==> src/rtl/cmn_sched_pkg.sv <==
// Shared scheduler helpers.
//   idx_w          : index width for a given entry count (minimum 1).
//   lsb_onehot     : one-hot of the lowest set bit of a vector (0 if none).
//   onehot_to_idx  : binary index of a one-hot vector (0 if none).
// Vectors are handled at MAX_DEPTH width. Callers zero-extend on the way in
// and truncate on the way out.
package cmn_sched_pkg;

  localparam int MAX_DEPTH = 64;

  function automatic int idx_w(input int depth);
    return (depth <= 1) ? 1 : $clog2(depth);
  endfunction

  function automatic logic [MAX_DEPTH-1:0] lsb_onehot(input logic [MAX_DEPTH-1:0] v);
    return v & (~v + MAX_DEPTH'(1));
  endfunction

  function automatic int onehot_to_idx(input logic [MAX_DEPTH-1:0] oh);
    int idx;
    idx = 0;
    for (int i = 0; i < MAX_DEPTH; i++) begin
      if (oh[i]) idx = i;
    end
    return idx;
  endfunction

endpackage

==> src/rtl/cmn_age_issue_sched_if.sv <==
// Bundle between dispatch/execution and the age-ordered issue scheduler.
//   master : drives flush, alloc_*, wake_mask and iss_rdy. Observes the rest.
//   slave  : the scheduler.
// Handshakes: a transfer happens on a rising edge where valid && ready.
// Allocation uses alloc_vld/alloc_rdy, and issue uses iss_vld/iss_rdy.
// The scheduler's valid and ready outputs depend only on its registered state.
// Offering alloc_vld never waits on alloc_rdy.
// iss_idx/iss_data may change while iss_vld is high and iss_rdy is low.
// flush cancels both transfers in the cycle where it is high.
// dbg_vld/dbg_rdy expose the per-entry valid/ready state.
interface cmn_age_issue_sched_if #(
  parameter int DEPTH  = 8,
  parameter int DATA_W = 32
);
  localparam int IDX_W = cmn_sched_pkg::idx_w(DEPTH);

  logic              flush;
  logic              alloc_vld;
  logic              alloc_rdy;
  logic [DATA_W-1:0] alloc_data;
  logic              alloc_ready;
  logic [IDX_W-1:0]  alloc_idx;
  logic [DEPTH-1:0]  wake_mask;
  logic              iss_vld;
  logic              iss_rdy;
  logic [IDX_W-1:0]  iss_idx;
  logic [DATA_W-1:0] iss_data;
  logic [IDX_W:0]    count;
  logic [DEPTH-1:0]  dbg_vld;
  logic [DEPTH-1:0]  dbg_rdy;

  modport master (
    output flush, alloc_vld, alloc_data, alloc_ready, wake_mask, iss_rdy,
    input  alloc_rdy, alloc_idx, iss_vld, iss_idx, iss_data, count, dbg_vld, dbg_rdy
  );

  modport slave (
    input  flush, alloc_vld, alloc_data, alloc_ready, wake_mask, iss_rdy,
    output alloc_rdy, alloc_idx, iss_vld, iss_idx, iss_data, count, dbg_vld, dbg_rdy
  );
endinterface

==> src/rtl/cmn_age_tracker.sv <==
// DEPTH x DEPTH age matrix. age[i][j]=1 means entry i is older than entry j.
//   clk, rst  : clock, synchronous active-high reset (matrix cleared)
//   alloc_oh  : one-hot entry being allocated this cycle (0 if none)
//   cand      : entries eligible for selection
//   grant_oh  : one-hot oldest eligible entry (0 if cand is 0)
module cmn_age_tracker #(
  parameter int DEPTH = 8
) (
  input  logic             clk,
  input  logic             rst,
  input  logic [DEPTH-1:0] alloc_oh,
  input  logic [DEPTH-1:0] cand,
  output logic [DEPTH-1:0] grant_oh
);
  logic [DEPTH-1:0] age_q [DEPTH];
  logic [DEPTH-1:0] age_d [DEPTH];
  logic [DEPTH-1:0] blocked;

  // A new entry becomes younger than every other entry. Its row is cleared,
  // and its column is set everywhere except the diagonal.
  always_comb begin
    age_d = age_q;
    for (int i = 0; i < DEPTH; i++) begin
      if (alloc_oh[i]) begin
        age_d[i] = '0;
        for (int j = 0; j < DEPTH; j++) begin
          if (j != i) age_d[j][i] = 1'b1;
        end
      end
    end
  end

  // An entry is blocked when any older entry is also a candidate.
  always_comb begin
    blocked  = '0;
    grant_oh = '0;
    for (int i = 0; i < DEPTH; i++) begin
      for (int j = 0; j < DEPTH; j++) begin
        blocked[i] = blocked[i] | (cand[j] & age_q[j][i]);
      end
      grant_oh[i] = cand[i] & ~blocked[i];
    end
  end

  always_ff @(posedge clk) begin
    if (rst) begin
      for (int i = 0; i < DEPTH; i++) age_q[i] <= '0;
    end else begin
      age_q <= age_d;
    end
  end
endmodule

==> src/rtl/cmn_age_issue_sched.sv <==
// Oldest-first issue scheduler for a DEPTH-entry reservation buffer.
//   clk, rst : clock, synchronous active-high reset (equivalent to flush)
//   bus      : slave side of cmn_age_issue_sched_if
//              (allocation, wakeup, issue, count, debug state)
// Entries are allocated into the lowest free slot. They become ready at
// allocation or on wakeup, and the oldest ready entry is offered for issue.
// All outputs are derived from registered state only.
module cmn_age_issue_sched
  import cmn_sched_pkg::*;
#(
  parameter int DEPTH  = 8,
  parameter int DATA_W = 32
) (
  input  logic                   clk,
  input  logic                   rst,
  cmn_age_issue_sched_if.slave   bus
);
  localparam int IDX_W = idx_w(DEPTH);
  localparam logic [IDX_W:0] CNT_ONE = (IDX_W+1)'(1);

  logic [DEPTH-1:0]  vld_q, vld_d;
  logic [DEPTH-1:0]  rdy_q, rdy_d;
  logic [DATA_W-1:0] data_q [DEPTH];
  logic [DATA_W-1:0] data_d [DEPTH];
  logic [IDX_W:0]    count_q, count_d;

  logic [DEPTH-1:0]  free_vec, alloc_oh, cand, grant_oh, age_alloc_oh;
  logic              alloc_fire, iss_fire;
  logic [DATA_W-1:0] iss_data;

  assign free_vec   = ~vld_q;
  assign alloc_oh   = DEPTH'(lsb_onehot(MAX_DEPTH'(free_vec)));
  assign cand       = vld_q & rdy_q;
  assign alloc_fire = bus.alloc_vld & (|free_vec);
  assign iss_fire   = (|cand) & bus.iss_rdy;

  // Under flush, the age update is dropped because the slot never becomes valid.
  assign age_alloc_oh = (alloc_fire && !bus.flush) ? alloc_oh : '0;

  cmn_age_tracker #(.DEPTH(DEPTH)) u_age (
    .clk      (clk),
    .rst      (rst),
    .alloc_oh (age_alloc_oh),
    .cand     (cand),
    .grant_oh (grant_oh)
  );

  always_comb begin
    iss_data = '0;
    for (int i = 0; i < DEPTH; i++) begin
      if (grant_oh[i]) iss_data = iss_data | data_q[i];
    end
  end

  // Wakeup is masked by the current valid state, so a wake bit aimed at the
  // slot being allocated this cycle is ignored.
  always_comb begin
    vld_d   = vld_q;
    rdy_d   = rdy_q | (bus.wake_mask & vld_q);
    data_d  = data_q;
    count_d = count_q;
    if (iss_fire) begin
      vld_d = vld_d & ~grant_oh;
      rdy_d = rdy_d & ~grant_oh;
    end
    if (alloc_fire) begin
      for (int i = 0; i < DEPTH; i++) begin
        if (alloc_oh[i]) begin
          vld_d[i]  = 1'b1;
          rdy_d[i]  = bus.alloc_ready;
          data_d[i] = bus.alloc_data;
        end
      end
    end
    case ({alloc_fire, iss_fire})
      2'b10:   count_d = count_q + CNT_ONE;
      2'b01:   count_d = count_q - CNT_ONE;
      default: count_d = count_q;
    endcase
    if (bus.flush) begin
      vld_d   = '0;
      rdy_d   = '0;
      count_d = '0;
    end
  end

  always_ff @(posedge clk) begin
    if (rst) begin
      vld_q   <= '0;
      rdy_q   <= '0;
      count_q <= '0;
    end else begin
      vld_q   <= vld_d;
      rdy_q   <= rdy_d;
      count_q <= count_d;
    end
  end

  // The payload is only observed through a valid entry, so it needs no reset.
  always_ff @(posedge clk) begin
    data_q <= data_d;
  end

  assign bus.alloc_rdy = |free_vec;
  assign bus.alloc_idx = IDX_W'(onehot_to_idx(MAX_DEPTH'(alloc_oh)));
  assign bus.iss_vld   = |cand;
  assign bus.iss_idx   = IDX_W'(onehot_to_idx(MAX_DEPTH'(grant_oh)));
  assign bus.iss_data  = iss_data;
  assign bus.count     = count_q;
  assign bus.dbg_vld   = vld_q;
  assign bus.dbg_rdy   = rdy_q;
endmodule

==> src/flat_wrapper.sv <==
// flat-port wrapper written by rule: the top's interface ports become plain ports
module cmn_age_issue_sched_flat import cmn_sched_pkg::*;
#(
  parameter int DEPTH  = 8,
  parameter int DATA_W = 32
)
  (clk, rst, bus_flush, bus_alloc_vld, bus_alloc_data, bus_alloc_ready, bus_wake_mask, bus_iss_rdy, bus_alloc_rdy, bus_alloc_idx, bus_iss_vld, bus_iss_idx, bus_iss_data, bus_count, bus_dbg_vld, bus_dbg_rdy);
  cmn_age_issue_sched_if #(.DEPTH(DEPTH), .DATA_W(DATA_W)) bus_i ();
  input  logic clk;
  input  logic rst;
  input wire logic [$bits(bus_i.flush)-1:0] bus_flush;
  input wire logic [$bits(bus_i.alloc_vld)-1:0] bus_alloc_vld;
  input wire logic [$bits(bus_i.alloc_data)-1:0] bus_alloc_data;
  input wire logic [$bits(bus_i.alloc_ready)-1:0] bus_alloc_ready;
  input wire logic [$bits(bus_i.wake_mask)-1:0] bus_wake_mask;
  input wire logic [$bits(bus_i.iss_rdy)-1:0] bus_iss_rdy;
  output wire logic [$bits(bus_i.alloc_rdy)-1:0] bus_alloc_rdy;
  output wire logic [$bits(bus_i.alloc_idx)-1:0] bus_alloc_idx;
  output wire logic [$bits(bus_i.iss_vld)-1:0] bus_iss_vld;
  output wire logic [$bits(bus_i.iss_idx)-1:0] bus_iss_idx;
  output wire logic [$bits(bus_i.iss_data)-1:0] bus_iss_data;
  output wire logic [$bits(bus_i.count)-1:0] bus_count;
  output wire logic [$bits(bus_i.dbg_vld)-1:0] bus_dbg_vld;
  output wire logic [$bits(bus_i.dbg_rdy)-1:0] bus_dbg_rdy;
  assign bus_i.flush = bus_flush;
  assign bus_i.alloc_vld = bus_alloc_vld;
  assign bus_i.alloc_data = bus_alloc_data;
  assign bus_i.alloc_ready = bus_alloc_ready;
  assign bus_i.wake_mask = bus_wake_mask;
  assign bus_i.iss_rdy = bus_iss_rdy;
  assign bus_alloc_rdy = bus_i.alloc_rdy;
  assign bus_alloc_idx = bus_i.alloc_idx;
  assign bus_iss_vld = bus_i.iss_vld;
  assign bus_iss_idx = bus_i.iss_idx;
  assign bus_iss_data = bus_i.iss_data;
  assign bus_count = bus_i.count;
  assign bus_dbg_vld = bus_i.dbg_vld;
  assign bus_dbg_rdy = bus_i.dbg_rdy;
  cmn_age_issue_sched #(.DEPTH(DEPTH), .DATA_W(DATA_W)) u_core (.clk(clk), .rst(rst), .bus(bus_i));
endmodule
==> config.mk <==
export PLATFORM = sky130hd
export DESIGN_NAME = cmn_age_issue_sched_flat
export DESIGN_NICKNAME = d
export VERILOG_FILES = /design/src/rtl/cmn_sched_pkg.sv /design/src/rtl/cmn_age_issue_sched_if.sv /design/src/rtl/cmn_age_tracker.sv /design/src/rtl/cmn_age_issue_sched.sv /design/src/flat_wrapper.sv
export SDC_FILE = /design/constraint.sdc
export NUM_CORES = 1
export LEC_CHECK = 0
export ABC_AREA = 1
export CORE_ASPECT_RATIO = 0.75
export CORE_UTILIZATION = 33
export CTS_BUF_LIST = sky130_fd_sc_hd__clkbuf_2 sky130_fd_sc_hd__clkbuf_4 sky130_fd_sc_hd__clkbuf_8
export CTS_CLUSTER_DIAMETER = 100
export DETAILED_ROUTE_END_ITERATION = 10
export HOLD_SLACK_MARGIN = 0.15
export PLACE_DENSITY = 0.62
export SLEW_MARGIN = 20
export SYNTH_ARGS = -nofsm -noshare
export SYNTH_HDL_FRONTEND = slang
export SYNTH_SLANG_ARGS = --single-unit
export TNS_END_PERCENT = 30
==> constraint.sdc <==
create_clock -name clk -period 2.8 [get_ports clk]
set_input_delay 0.56 -clock clk [delete_from_list [all_inputs] [get_ports clk]]
set_output_delay 0.56 -clock clk [all_outputs]
set_load 0.01 [all_outputs]
==> key figures <==
Run status
  – Status: complete, but fails checks
  – Violated checks: design-rule violations, negative setup slack

Cells and area
  – Multi-input combinational cell area: 0.00408 mm^2
  – Area overhead of the layout relative to synthesis: 36.4%
  – Number of fill cells in the layout: 3551
  – Final core utilization: 45.7%
  – Final std cell area, no fill: 0.0181 mm^2
  – Fraction of final layout cells with drive strength greater than 1: 26.6%
  – # nets final: 1531
  – Storage cell area: 0.00924 mm^2

Route
  – Final wirelength: 42100 um
  – Post-route DRC: 4
  – Antenna-violating nets left: 0
  – Starting DRT DRC Count: 1129
  – Post-detailed-route wirelength per cell: 20.6 um
  – Number of optimization iterations in the first detailed-route pass: 8
  – Total number of vias: 10400
  – Detail-routed via count per cell: 5.07

Worst setup path
  – Maximum fanout encountered on the critical timing path: 7
  – Worst Setup Path Type: register to output port
  – Data arrival time of the worst path: 2.28 ns
  – Type of destination of the critical path: output port
  – Buf+Inv Stages, Crit Path: 6
  – Cell with the largest stage delay on the worst path: sky130_fd_sc_hd__dfxtp_2
  – Cells along the critical path: buf_4 -> nand3_1 -> nand2_1 -> inv_1 -> nand2_2 -> nor2_4 -> buf_12 -> buf_12 -> buf_6 -> nand2_1 -> nand2_1 -> nor2_2 -> nand2_1 -> buf_2
  – Type of origin of the critical path: register
  – Required time of the critical path: 2.24 ns
  – Crit path top cell by count: sky130_fd_sc_hd__nand2_1
  – Crit-path leading delay family: buffers and inverters
  – Crit-path max cell delay: 0.33 ns

STA
  – Post-layout min period: 2.84 ns
  – Peak Freq: 0.352 GHz
  – Endpoints failing hold: 0
  – Headroom to the max-slew limit: 74.0%
  – Setup-failing EPs final: 11
  – Setup repair after global routing missed its margin: true
  – Final Max Slew Viols: 0
  – Measured slew at the worst slew-check pin: 0.389 ns
  – Skew final: 0.0329 ns
  – Fin worst setup slack: -0.0389 ns
  – Period utilisation layout: 101%

Die
  – I/O pin count: 106
  – Initial core utilization: 33.5%
  – Cell Rows: 63
  – Core region area: 0.0396 mm^2
  – Die outline height: 176 um
  – Die Outline Area: 0.0410 mm^2
  – Die X-Extent: 234 um

Yosys
  – Average cell area after synthesis: 10.8 um^2
  – Synth Warn #: 0
  – Share of synthesized area occupied by flip-flops and latches: 69.4%
  – Synth Instances: 1229
  – Yosys top cell area share: 58.0%
  – Number of register bits inferred by synthesis: 332
  – Post-Syn Nets: 1279
  – Largest cells by area after synthesis: sky130_fd_sc_hd__edfxtp_1 58%, sky130_fd_sc_hd__dfxtp_1 11%, sky130_fd_sc_hd__nand2_1 9.1%, sky130_fd_sc_hd__nand3_1 6.8%, sky130_fd_sc_hd__nor2_1 2.5%
  – Summed instance area of the synthesized netlist: 0.0133 mm^2
  – Number of library cell types mapped by synthesis: 32
  – Post-synth top area cell: sky130_fd_sc_hd__edfxtp_1

Clock network
  – Register clock-pin slew on the reported worst setup and hold paths: 0.07 ns
  – Clock insertion delay at the later pin of the skew report: 0.61 ns
  – Maximum buffer depth of the clock tree: 3
  – Maximum level of the CTS H-tree: 2
  – CTS Root Cell: sky130_fd_sc_hd__clkbuf_8
  – Num Clock Sinks: 332
  – Hold buffer count at cts: 0
  – CTS tree: built
  – Total clock buffers created by CTS: 53

Placement
  – RD Place Congestion: 0.895
  – Post-DP HPWL: 22700 um
  – Placement Cell Area: 0.0155 mm^2
  – Count of port buffers added during placement: 105

Pwr
  – Share of total power in sequential cells: 55.9%
  – Combinational Power Share: 2.9%
  – Proportion of total power due to net switching: 22.1%
  – Reported net switching power: 2130 uW
  – Cell Int Power: 7480 uW
  – Lkg Pwr: 0.00713 uW
  – Power density relative to cell area: 531 mW/mm^2
  – Fraction of power consumed by the clock network: 41.1%
  – Worst vdd rail ir drop: 322 uV

Global route
  – Via count of the first global-routing pass: 9800
  – Met2 Track Usage GR: 29.5%
  – Pin count of the biggest net entering global routing: 34
  – Total track usage: 18.9%
  – Total global routing overflow: 0
  – Number of antenna violations at the first check in global routing: 1
  – Met1 demand-to-capacity share in global routing: 26.8%
  – Met3 usage in global routing: 3.38%
  – Wire length of the first global-routing pass: 58400 um
  – Gr busiest metal: met2

Job
  – Max_cap viols: 0

Worst hold path
  – Type of the worst min-delay path: register to register
==> synthesized netlist by cell type <==
| cell type | number |
|---|---|
| sky130_fd_sc_hd__a21oi_1 | 56 |
| sky130_fd_sc_hd__o21bai_1 | 9 |
| sky130_fd_sc_hd__nand2_1 | 323 |
| sky130_fd_sc_hd__nand3_1 | 179 |
| sky130_fd_sc_hd__and3_1 | 3 |
| sky130_fd_sc_hd__a211oi_1 | 1 |
| sky130_fd_sc_hd__clkinv_1 | 1 |
| sky130_fd_sc_hd__dfxtp_1 | 76 |
| sky130_fd_sc_hd__o21ai_2 | 2 |
| sky130_fd_sc_hd__nor3_1 | 4 |
| sky130_fd_sc_hd__nor2_2 | 11 |
| sky130_fd_sc_hd__xnor2_1 | 1 |
| sky130_fd_sc_hd__or2_2 | 1 |
| sky130_fd_sc_hd__nand3_2 | 1 |
| sky130_fd_sc_hd__nor2_4 | 3 |
| sky130_fd_sc_hd__nand2_4 | 3 |
| sky130_fd_sc_hd__o22ai_1 | 7 |
| sky130_fd_sc_hd__ha_1 | 3 |
| sky130_fd_sc_hd__clkbuf_1 | 10 |
| sky130_fd_sc_hd__o31ai_1 | 4 |
| sky130_fd_sc_hd__buf_1 | 1 |
| sky130_fd_sc_hd__nand2_2 | 12 |
| sky130_fd_sc_hd__buf_6 | 3 |
| sky130_fd_sc_hd__nor2_1 | 90 |
| sky130_fd_sc_hd__fa_1 | 1 |
| sky130_fd_sc_hd__buf_2 | 28 |
| sky130_fd_sc_hd__inv_1 | 71 |
| sky130_fd_sc_hd__edfxtp_1 | 256 |
| sky130_fd_sc_hd__o21ai_1 | 23 |
| sky130_fd_sc_hd__nor3_2 | 3 |
| sky130_fd_sc_hd__inv_2 | 12 |
| sky130_fd_sc_hd__o21ai_0 | 31 |
==> timing repair <==
| action | CTS | global route |
|---|---|---|
| pin swaps | 21 | 61 |
| endpoints found under the setup margin | 37 | 38 |
| cloned | 6 | 17 |
| buffers inserted | 22 | 33 |
| resized for setup | 197 | 169 |
==> layout by cell type (no fill, tap or decap), types with 4 or more instances in the layout <==
cell type                           n
sky130_fd_sc_hd__nand2_1          288
sky130_fd_sc_hd__edfxtp_1         256
sky130_fd_sc_hd__nand3_1          170
sky130_fd_sc_hd__clkdlybuf4s50_1   68
sky130_fd_sc_hd__inv_1             67
sky130_fd_sc_hd__nor2_1            61
sky130_fd_sc_hd__buf_4             61
sky130_fd_sc_hd__dfxtp_1           60
sky130_fd_sc_hd__a21oi_1           56
sky130_fd_sc_hd__clkbuf_8          55
sky130_fd_sc_hd__nand2_2           33
sky130_fd_sc_hd__buf_12            33
sky130_fd_sc_hd__nor2_2            28
sky130_fd_sc_hd__buf_6             28
sky130_fd_sc_hd__clkinv_1          27
sky130_fd_sc_hd__buf_2             25
sky130_fd_sc_hd__o21ai_1           19
sky130_fd_sc_hd__o21ai_0           19
sky130_fd_sc_hd__clkbuf_16         16
sky130_fd_sc_hd__nor2_4            15
sky130_fd_sc_hd__nand2_4           14
sky130_fd_sc_hd__o21ai_2           12
sky130_fd_sc_hd__dfxtp_2           10
sky130_fd_sc_hd__nand3_2            9
sky130_fd_sc_hd__inv_2              8
sky130_fd_sc_hd__o21bai_1           8
sky130_fd_sc_hd__clkinv_2           8
sky130_fd_sc_hd__clkbuf_4           7
sky130_fd_sc_hd__o21ai_4            6
sky130_fd_sc_hd__dfxtp_4            6
sky130_fd_sc_hd__inv_4              4
sky130_fd_sc_hd__inv_8              4
sky130_fd_sc_hd__o31ai_1            4
==> path summary, 6_finish.rpt <==
path	end	start	cells after the start	slack (ns)
hold / removal	u_core.u_age.age_q[18]$_SDFFE_PP0P_	u_core.u_age.age_q[18]$_SDFFE_PP0P_	2	0.46
setup / recovery	bus_iss_data[14]	u_core.bus.dbg_vld[4]$_SDFF_PP0_	14	-0.04
hold reg to reg	u_core.u_age.age_q[18]$_SDFFE_PP0P_	u_core.u_age.age_q[18]$_SDFFE_PP0P_	2	0.46
setup reg to reg	u_core.bus.count[3]$_SDFFE_PP0P_	u_core.bus.dbg_rdy[1]$_SDFF_PP0_	15	0.15
==> cell type report <==
| type | instances | area share, % |
|---|---|---|
| clock buffers | 62 | 4.47 |
| clock inverters | 37 | 1.04 |
| inverters | 84 | 1.95 |
| multi-input cells | 771 | 22.6 |
| well taps | 520 | 3.60 |
| flip-flops and latches | 332 | 51.1 |
| repair buffers | 239 | 15.3 |
| diodes | 1 | 0.0138 |
==> state kept, by name (all words and copies together), names as in the netlist <==
name / cells
u_core.bus.count: 4
u_core.bus.dbg_rdy: 8
u_core.bus.dbg_vld: 8
u_core.data_q: 256
u_core.u_age.age_q: 56
==> tightest hold or removal path: stages (launching register included) <==
cell,delay (ns)
sky130_fd_sc_hd__dfxtp_1,0.32
sky130_fd_sc_hd__inv_1,0.05
sky130_fd_sc_hd__a21oi_1,0.05
==> power by group through the flow <==
stage / logic, uW / clock network (uW) / registers (uW)
after floorplan: 77.3 / 0 / 5480
after detailed placement: 272 / 0 / 5480
after global routing: 304 / 4220 / 5370
after CTS: 272 / 4000 / 5380
after global placement: 269 / 0 / 5480
final: 283 / 3950 / 5370
==> cells by family (layout without fill, tap and decap cells) <==
logic type	Yosys count	count (layout)	share of synthesized area [%]
adders and majority gates	4	4	0.434
buffers and inverters	126	422	4.00
and+or+nand+nor	633	633	20.7
xor gates and xnor gates	1	1	0.0660
other	0	1	0
AOI/OAI and AO/OA	133	133	5.40
DFF	332	332	69.4
==> stage by stage <==
| step | TNS, ns | setup WS, ns | hold slack (ns) | power [uW] | instances |
|---|---|---|---|---|---|
| after global routing | -2.55 | -0.135 | 0.481 | 9900 | 2046 |
| after detailed placement | 0 | 0.0702 | 0.442 | 5750 | 1873 |
| after floorplan | 0 | 0.310 | 0.426 | 5560 | 1229 |
| after global placement | 0 | 0.0388 | 0.434 | 5750 | 1873 |
| after CTS | -1.11 | -0.140 | 0.451 | 9650 | 2000 |
| final | -0.201 | -0.0389 | 0.461 | 9600 | 2046 |
==> routing by layer <==
layer	vias to the layer above	part of all wire, %
li1	4746	-
met1	4988	43
met2	563	45
met3	85	9.7
met4	0	2.5
met5	-	0
(Power assumes the default switching activity.)
==> variant (same flow settings) <==
`DATA_W` is set to 32 in 3 places; all go to 16.
--- a/src/rtl/cmn_age_issue_sched_if.sv
+++ b/src/rtl/cmn_age_issue_sched_if.sv
@@ -12,3 +12,3 @@
   parameter int DEPTH  = 8,
-  parameter int DATA_W = 32
+  parameter int DATA_W = 16
 );
--- a/src/rtl/cmn_age_issue_sched.sv
+++ b/src/rtl/cmn_age_issue_sched.sv
@@ -11,3 +11,3 @@
   parameter int DEPTH  = 8,
-  parameter int DATA_W = 32
+  parameter int DATA_W = 16
 ) (
--- a/src/flat_wrapper.sv
+++ b/src/flat_wrapper.sv
@@ -4,3 +4,3 @@
   parameter int DEPTH  = 8,
-  parameter int DATA_W = 32
+  parameter int DATA_W = 16
 )
Ports: changed (resized bus_alloc_data and bus_iss_data); port bits go from 106 to 74. No check against the original RTL was run, so the function may have changed too.
==> variant against the original RTL <==
- the run ends with negative setup slack left
- total power shrank 37%
- cell area shrank 40%
- sequential share of layout area shrank 1.3 points
- sequential cell count shrank 128
- synthesized cell count shrank 32%
- setup slack gained 8.6 ps
- via count shrank 36%
- sequential power shrank 40%
- wire length shrank 42%
- synthesized area shrank 37%
- die area shrank 37%
- count of clock-buffer cells in the layout shrank 8
- clock power shrank 34%
- highest routed layer unchanged
==> variant: results (changes against the original RTL) <==
.. list-table::
   :header-rows: 1

   * - Metric
     - Value
   * - Outcome
     - complete, but fails checks
   * - Failing checks
     - negative setup slack
   * - Distinct cell type count after synthesis
     - 33 (+3.1%)
   * - Biggest regs
     - u_core.data_q x128, u_core.u_age.age_q x56
   * - Headroom to the max-slew limit
     - 0.691 (-0.0489)
   * - Sum of net half-perimeters after detailed placement
     - 15500 microns (-32%)
   * - Final setup slack of the worst path
     - -30.3 ps (+8.63 ps)
   * - Setup Viol. Count Final
     - 3 (-8)
   * - Vias
     - 6636 (-36%)
   * - Number of I/O port buffers
     - 73 (-30%)
   * - Global routing met2 resource utilization
     - 0.281 (-0.0138)
   * - Number of CTS-inserted buffers
     - 34 (-36%)
   * - Reg-to-reg critical path startpoint
     - u_core.bus.dbg_vld[6]$_SDFF_PP0_
   * - Post-CTS repair timing setup buffer count
     - 7 (-68%)
   * - Share of cells above drive strength 1
     - 0.204 (-0.0623)
   * - Count of flip-flops with a built-in enable after synthesis
     - 128 (-50%)
   * - Synthesized-area fraction occupied by xor and xnor cells
     - 0.00105 (+0.000390)
   * - Post-synthesis share of cell area spent on full adders, half adders and majority gates
     - 0.00690 (+0.00256)
   * - Startpoint of the most critical hold path
     - u_core.u_age.age_q[11]$_SDFFE_PP0P_
   * - Largest net degree at the start of global routing
     - 18 (-47%)
   * - R2R setup slack
     - 330 ps (+180 ps)
   * - Global-route track usage on met3
     - 0.0296 (-0.00419)
   * - Depth of the worst register-to-register path
     - 16 (+1)
   * - Met2 WL
     - 10800 microns (-43%)
   * - Final TNS setup
     - -35.3 ps (+166 ps)
-- variant: cell types whose count changed in the layout (fill, tap and decap cells not counted), sizes merged, moves of 13 or more --
cell / before / now
buf: 151 / 70
clkbuf: 79 / 66
clkdlybuf4s50: 68 / 52
clkinv: 35 / 7
edfxtp: 256 / 128
nand2: 338 / 192
nand3: 180 / 124
nor2: 104 / 71
-- variant: worst reg2reg max path, delay by kind of cell, from the launching register on --
kind            cells  cell delay (ps)
flops               1              310
fa+ha+maj           2              640
compound gates      3              350
buf+inv             2              280
simple gates        9              810
-- variant: cell type report --
class | count | area (sq um)
clock buffers | 54 | 643
flip-flops and latches | 204 | 5380
repair inverters | 1 | 11.3
well taps | 331 | 414
fillers | 2341 | 13600
repair buffers | 142 | 1390
clock inverters | 6 | 25.0
multi-input cells | 524 | 2600
inverters | 89 | 347
-- variant: power by group --
part           switching, mW  leakage [nW]  internal (mW)
registers             0.0115          1.78           3.23
clock network           1.14         0.361           1.45
logic                  0.119          2.26         0.0727
